### src/rtl/cache_types_pkg.sv
// Shared constants and state encoding for the cache-line <-> burst-memory adaptor.
// The line geometry here is the default for every module that imports this package.
package cache_types_pkg;

  localparam int CACHE_LINE_W   = 256;
  localparam int CACHE_BURST_W  = 64;
  localparam int CACHE_BEATS    = CACHE_LINE_W / CACHE_BURST_W;
  localparam int CACHE_OFFSET_W = $clog2(CACHE_LINE_W / 8);

  typedef enum logic [1:0] {
    IDLE  = 2'd0,
    READ  = 2'd1,
    WRITE = 2'd2,
    DONE  = 2'd3
  } adaptor_state_e;

endpackage

### src/rtl/line_beat_buffer.sv
// One cache line held as BEATS independent beat registers: full-line load,
// per-beat load enables and a beat-select read mux.
module line_beat_buffer import cache_types_pkg::*; #(
  parameter int LINE_W  = CACHE_LINE_W,
  parameter int BURST_W = CACHE_BURST_W,
  parameter int BEATS   = LINE_W / BURST_W,
  parameter int SEL_W   = (BEATS > 1) ? $clog2(BEATS) : 1
) (
  input  logic               clk,
  input  logic               rst,
  input  logic               line_load,
  input  logic [LINE_W-1:0]  line_data,
  input  logic [BEATS-1:0]   beat_load,
  input  logic [BURST_W-1:0] beat_data,
  input  logic [SEL_W-1:0]   beat_sel,
  output logic [BURST_W-1:0] beat_q,
  output logic [LINE_W-1:0]  line_q
);

  genvar gi;
  generate
    for (gi = 0; gi < BEATS; gi++) begin : g_beat
      logic [BURST_W-1:0] beat_reg;

      // A full-line load wins over a single-beat load in the same cycle.
      always_ff @(posedge clk) begin
        if (rst) begin
          beat_reg <= '0;
        end else if (line_load) begin
          beat_reg <= line_data[gi*BURST_W +: BURST_W];
        end else if (beat_load[gi]) begin
          beat_reg <= beat_data;
        end
      end

      assign line_q[gi*BURST_W +: BURST_W] = beat_reg;
    end
  endgenerate

  always_comb begin
    beat_q = '0;
    for (int i = 0; i < BEATS; i++) begin
      if (beat_sel == SEL_W'(i)) begin
        beat_q = line_q[i*BURST_W +: BURST_W];
      end
    end
  end

endmodule

### src/rtl/cacheline_adaptor.sv
// Converts single-cycle cache line requests into BEATS-long memory bursts,
// assembling read beats into a line and serialising write lines into beats.
module cacheline_adaptor import cache_types_pkg::*; #(
  parameter int LINE_W  = CACHE_LINE_W,
  parameter int BURST_W = CACHE_BURST_W,
  parameter int BEATS   = LINE_W / BURST_W
) (
  input  logic               clk,
  input  logic               rst,
  input  logic               pmem_read,
  input  logic               pmem_write,
  input  logic [31:0]        pmem_address,
  input  logic [LINE_W-1:0]  pmem_wdata,
  output logic [LINE_W-1:0]  pmem_rdata,
  output logic               pmem_resp,
  output logic               burst_read,
  output logic               burst_write,
  output logic [31:0]        burst_address,
  output logic [BURST_W-1:0] burst_wdata,
  input  logic [BURST_W-1:0] burst_rdata,
  input  logic               burst_resp
);

  localparam int CNT_W    = (BEATS > 1) ? $clog2(BEATS) : 1;
  localparam int OFFSET_W = $clog2(LINE_W / 8);
  localparam logic [CNT_W-1:0] LAST_BEAT = CNT_W'(BEATS - 1);

  adaptor_state_e     state_reg, state_next;
  logic [CNT_W-1:0]   beat_cnt_reg, beat_cnt_next;
  logic [31:0]        burst_address_reg;
  logic [LINE_W-1:0]  pmem_rdata_reg;

  logic               start_txn;
  logic               line_load;
  logic               last_read_beat;
  logic [BEATS-1:0]   beat_load;
  logic [BURST_W-1:0] buf_beat_q;
  logic [LINE_W-1:0]  buf_line_q;

  line_beat_buffer #(
    .LINE_W  (LINE_W),
    .BURST_W (BURST_W),
    .BEATS   (BEATS),
    .SEL_W   (CNT_W)
  ) u_line_buf (
    .clk       (clk),
    .rst       (rst),
    .line_load (line_load),
    .line_data (pmem_wdata),
    .beat_load (beat_load),
    .beat_data (burst_rdata),
    .beat_sel  (beat_cnt_reg),
    .beat_q    (buf_beat_q),
    .line_q    (buf_line_q)
  );

  always_comb begin
    state_next     = state_reg;
    beat_cnt_next  = beat_cnt_reg;
    start_txn      = 1'b0;
    line_load      = 1'b0;
    last_read_beat = 1'b0;
    beat_load      = '0;

    case (state_reg)
      IDLE: begin
        // Read has priority when both requests arrive together.
        if (pmem_read) begin
          state_next = READ;
          start_txn  = 1'b1;
        end else if (pmem_write) begin
          state_next = WRITE;
          start_txn  = 1'b1;
          line_load  = 1'b1;
        end
      end
      READ: begin
        if (burst_resp) begin
          beat_load[beat_cnt_reg] = 1'b1;
          beat_cnt_next           = beat_cnt_reg + 1'b1;
          if (beat_cnt_reg == LAST_BEAT) begin
            state_next     = DONE;
            beat_cnt_next  = '0;
            last_read_beat = 1'b1;
          end
        end
      end
      WRITE: begin
        if (burst_resp) begin
          beat_cnt_next = beat_cnt_reg + 1'b1;
          if (beat_cnt_reg == LAST_BEAT) begin
            state_next    = DONE;
            beat_cnt_next = '0;
          end
        end
      end
      DONE:    state_next = IDLE;
      default: state_next = IDLE;
    endcase

    if (start_txn) begin
      beat_cnt_next = '0;
    end
  end

  always_ff @(posedge clk) begin
    if (rst) begin
      state_reg         <= IDLE;
      beat_cnt_reg      <= '0;
      burst_address_reg <= '0;
      pmem_rdata_reg    <= '0;
    end else begin
      state_reg    <= state_next;
      beat_cnt_reg <= beat_cnt_next;
      if (start_txn) begin
        burst_address_reg <= {pmem_address[31:OFFSET_W], {OFFSET_W{1'b0}}};
      end
      // The final beat goes straight into the visible line so it is
      // published whole on entry to DONE, never partially.
      if (last_read_beat) begin
        pmem_rdata_reg <= {burst_rdata, buf_line_q[LINE_W-BURST_W-1:0]};
      end
    end
  end

  assign burst_read    = (state_reg == READ);
  assign burst_write   = (state_reg == WRITE);
  assign pmem_resp     = (state_reg == DONE);
  assign burst_address = burst_address_reg;
  assign burst_wdata   = (state_reg == WRITE) ? buf_beat_q : '0;
  assign pmem_rdata    = pmem_rdata_reg;

  logic unused_bits;
  assign unused_bits = ^{pmem_address[OFFSET_W-1:0], buf_line_q[LINE_W-1 -: BURST_W]};

endmodule
### config.mk
export PLATFORM = sky130hd
export DESIGN_NAME = cacheline_adaptor
export DESIGN_NICKNAME = d
export VERILOG_FILES = /design/src/rtl/cache_types_pkg.sv /design/src/rtl/line_beat_buffer.sv /design/src/rtl/cacheline_adaptor.sv
export SDC_FILE = /design/constraint.sdc
export NUM_CORES = 1
export LEC_CHECK = 0
export CORE_AREA = 3 3 278 280
export CTS_CLUSTER_DIAMETER = 40
export DETAILED_ROUTE_END_ITERATION = 12
export DIE_AREA = 0 0 281 283
export GPL_TIMING_DRIVEN = 0
export PLACE_DENSITY_LB_ADDON = 0.2
export SYNTH_ARGS = -nofsm -noshare
export SYNTH_HDL_FRONTEND = slang
export SYNTH_SLANG_ARGS = --single-unit
### constraint.sdc
create_clock -name clk -period 1.96 [get_ports clk]
set_input_delay 0.196 -clock clk [delete_from_list [all_inputs] [get_ports clk]]
set_output_delay 0.196 -clock clk [all_outputs]
set_load 0.01 [all_outputs]
==> flow_summary_export.csv <==
group,metric,value,unit
run_status,outcome,"complete, but fails checks",
run_status,violations,"setup timing",
yosys,synth_warnings,0,
final_layout,multi_input_area,12200,sq um
sta,fin_setup_tns,-34.37,ns
sta,fin_skew,0.0242,ns
power_and_ir_drop,power_density,1110,nW/um^2
setup_path,cp-start-kind,"flop",
detailed_routing,vias,26025,
floorplan,dieHeight,283,um
flow_run,max-cap-violations,0,
power_and_ir_drop,leakage,13.2,nW
setup_path,criticalPathCategory,"flop to output pin",
detailed_routing,vias_per_cell,5.39,
yosys,synth_seq_cells,543,
min_path,min_path_type,"input pin to flop",
sta,period_share,133,%
sta,fin_ws,-0.641,ns
yosys,netlist_area,23200,sq um
power_and_ir_drop,ir_drop,0.712,mV
clock_tree,clk_latency,0.65,ns
sta,final_max_slew_viol_count,0,
setup_path,crit_path_top_delay_cell,"o31ai_4",
yosys,synth-edff-count,0,
detailed_routing,drt_wl_total,126000,um
place,globalplace.congestion,0.932,
clock_tree,cts_buffers,104,
yosys,seq_area_frac_synth,46.8,%
floorplan,dieArea,79500,sq um
floorplan,initial_utilization,31.1,%
setup_path,cp_data_required_time,1.76,ns
final_layout,drive_gt1_share,18.5,%
final_layout,mostFrequentLayoutCell,"nand2_1",
setup_path,end_kind,"output pin",
grt,grt_pass1_vias,25368,
yosys,syn_area_per_cell,7.91,sq um
grt,grt_usage,30.2,%
clock_tree,cts_tree,"built",
yosys,async_reset_ff_share,0,%
floorplan,ioPinCount,712,
clock_tree,root_buffer,"clkbuf_16",
setup_path,cp_max_fo,10,
floorplan,num_rows,100,
sta,period_needed,2.60,ns
setup_path,cp_top_family,"buffers and inverters",
detailed_routing,wl_per_cell,26.2,um
grt,grt_pass1_wl,177000,um
final_layout,fin_nets,4129,
sta,tightest_slew,1.45,ns
power_and_ir_drop,finalPower,41.3,mW
setup_path,max_stage_delay,0.38,ns
sta,setup_viol_count_final,74,
place,portBuffers,700,
floorplan,core-area,74700,sq um
final_layout,layout_common_cells,"968 x nand2_1, 630 x clkdlybuf4s50_1, 540 x dfxtp_1, 284 x a21oi_1, 256 x nor2_1",
setup_path,timing.critical_path.cells,"ha_2 -> nand2b_4 -> buf_12 -> buf_8 -> o31ai_4 -> buf_2",
clock_tree,h-tree-depth,3,
sta,maxSlewHeadroom,3.13,%
setup_path,path_buf_inv,3,
floorplan,fp.dieW,281,um
yosys,synthCells,2934,
detailed_routing,drcViolationCount,0,
place,place_ws,-1.29,ns
final_layout,area_growth,60.5,%
clock_tree,clkTransAtPathRegs,0.05,ns
yosys,ys.flop_type,"dfxtp_1",
final_layout,regArea,10900,sq um
sta,fmaxAchievable,385,MHz
sta,final-hold-violation-count,0,
clock_tree,clock_path_buffers,3,
place,hpwl,94800,um
sta,fin_hold_ws,0.104,ns
detailed_routing,firstDrtPassIters,5,
setup_path,crit_arrival,2.40,ns
detailed_routing,drtIter0Drc,2100,
grt,antenna_found_initial,19,
sta,rsz0062_at_grt,"yes",
final_layout,n_fill_cell,7242,
yosys,synth_cell_type_count,31,
clock_tree,clock-sinks,543,
detailed_routing,drtAntennaViolNets,0,
grt,grt_overflow,0,
grt,grt_max_degree,15,
[worst reg2reg max path: stages, from the launching register on]
cell and delay [ns]:
dfxtp_2 0.33, inv_2 0.07, ha_2 0.19, buf_6 0.14, nand3_2 0.47, clkbuf_2 0.44
nand2_1 0.14, a311oi_1 0.08
[cell type report]
class                   count  area share, %
diodes                     10         0.0672
plain buffers             282           6.19
clock buffers             123           7.48
clock inverters            69           2.22
inverters                   5         0.0638
multi-input cells        2107           32.7
flip-flops and latches    543           29.2
well taps                 969           3.25
repair buffers            721           18.9
[layer usage]
layer	vias up	part of all wire [%]	GRT usage [%]
met5	-	0.040	0
met2	1194	46	48.8
met1	12684	41	39.1
met4	10	4.3	12.5
met3	248	8.1	6.14
li1	11889	-	-
[repair_timing]
action                                  4_1_cts  5_1_grt
cloned                                        2        5
endpoints found under the setup margin      578      495
hold buffers                                  0        0
buffers inserted                              8        6
pin swaps                                    41       22
resized for setup                           691      131
[stage by stage]
| stage | cells | area, sq um | util [%] |
|---|---|---|---|
| floorplan | 2938 | 23200 | - |
| global placement | 4607 | 31400 | 42.1 |
| detailed placement | 4607 | 31400 | 42.1 |
| CTS | 4808 | 36700 | 49.1 |
| global route | 4828 | 37300 | 49.9 |
| finish | 4829 | 37300 | 49.9 |
[cells in the mapped netlist (all sizes together), types with 2 or more instances]
master,number,area share (%)
a21oi,284,6.1
a221oi,64,2.4
a311oi,256,11
and3,4,0.11
buf,154,4.0
clkbuf,129,2.1
dfxtp,543,47
ha,8,0.43
inv,5,0.081
mux2i,3,0.13
nand2,1016,17
nand3,69,1.6
nor2,259,4.2
nor2b,66,1.8
nor3,2,0.043
o31ai,64,2.1
[final timing paths]
| kind | from | endpoint | slack [ns] | depth (start not counted) |
|---|---|---|---|---|
| worst min-delay path | pmem_address[22] | burst_address[22] | 0.10 | 3 |
| worst max-delay path | beat_cnt_reg[0] | burst_wdata[4] | -0.64 | 6 |
| worst min register to register | burst_address[11] | burst_address[11] | 0.45 | 2 |
| worst max register to register | state_reg[1] | u_line_buf.g_beat[2].beat_reg[23] | -0.02 | 7 |
[report_power, final]
part	switching, mW	internal, mW	leakage (nW)
clock	6.59	11.8	1.75
combinational	5.50	4.04	7.03
sequential	1.13	12.2	4.42
total	13.2	28.1	13.2
[cells by family after synthesis]
family | synth area share (%)
other cells | 0.0162
flops | 46.8
compound gates | 21.7
fa+ha+maj | 0.431
simple gates | 24.7
mux | 0.178
buf+inv | 6.14
(Power assumes the default switching activity.)
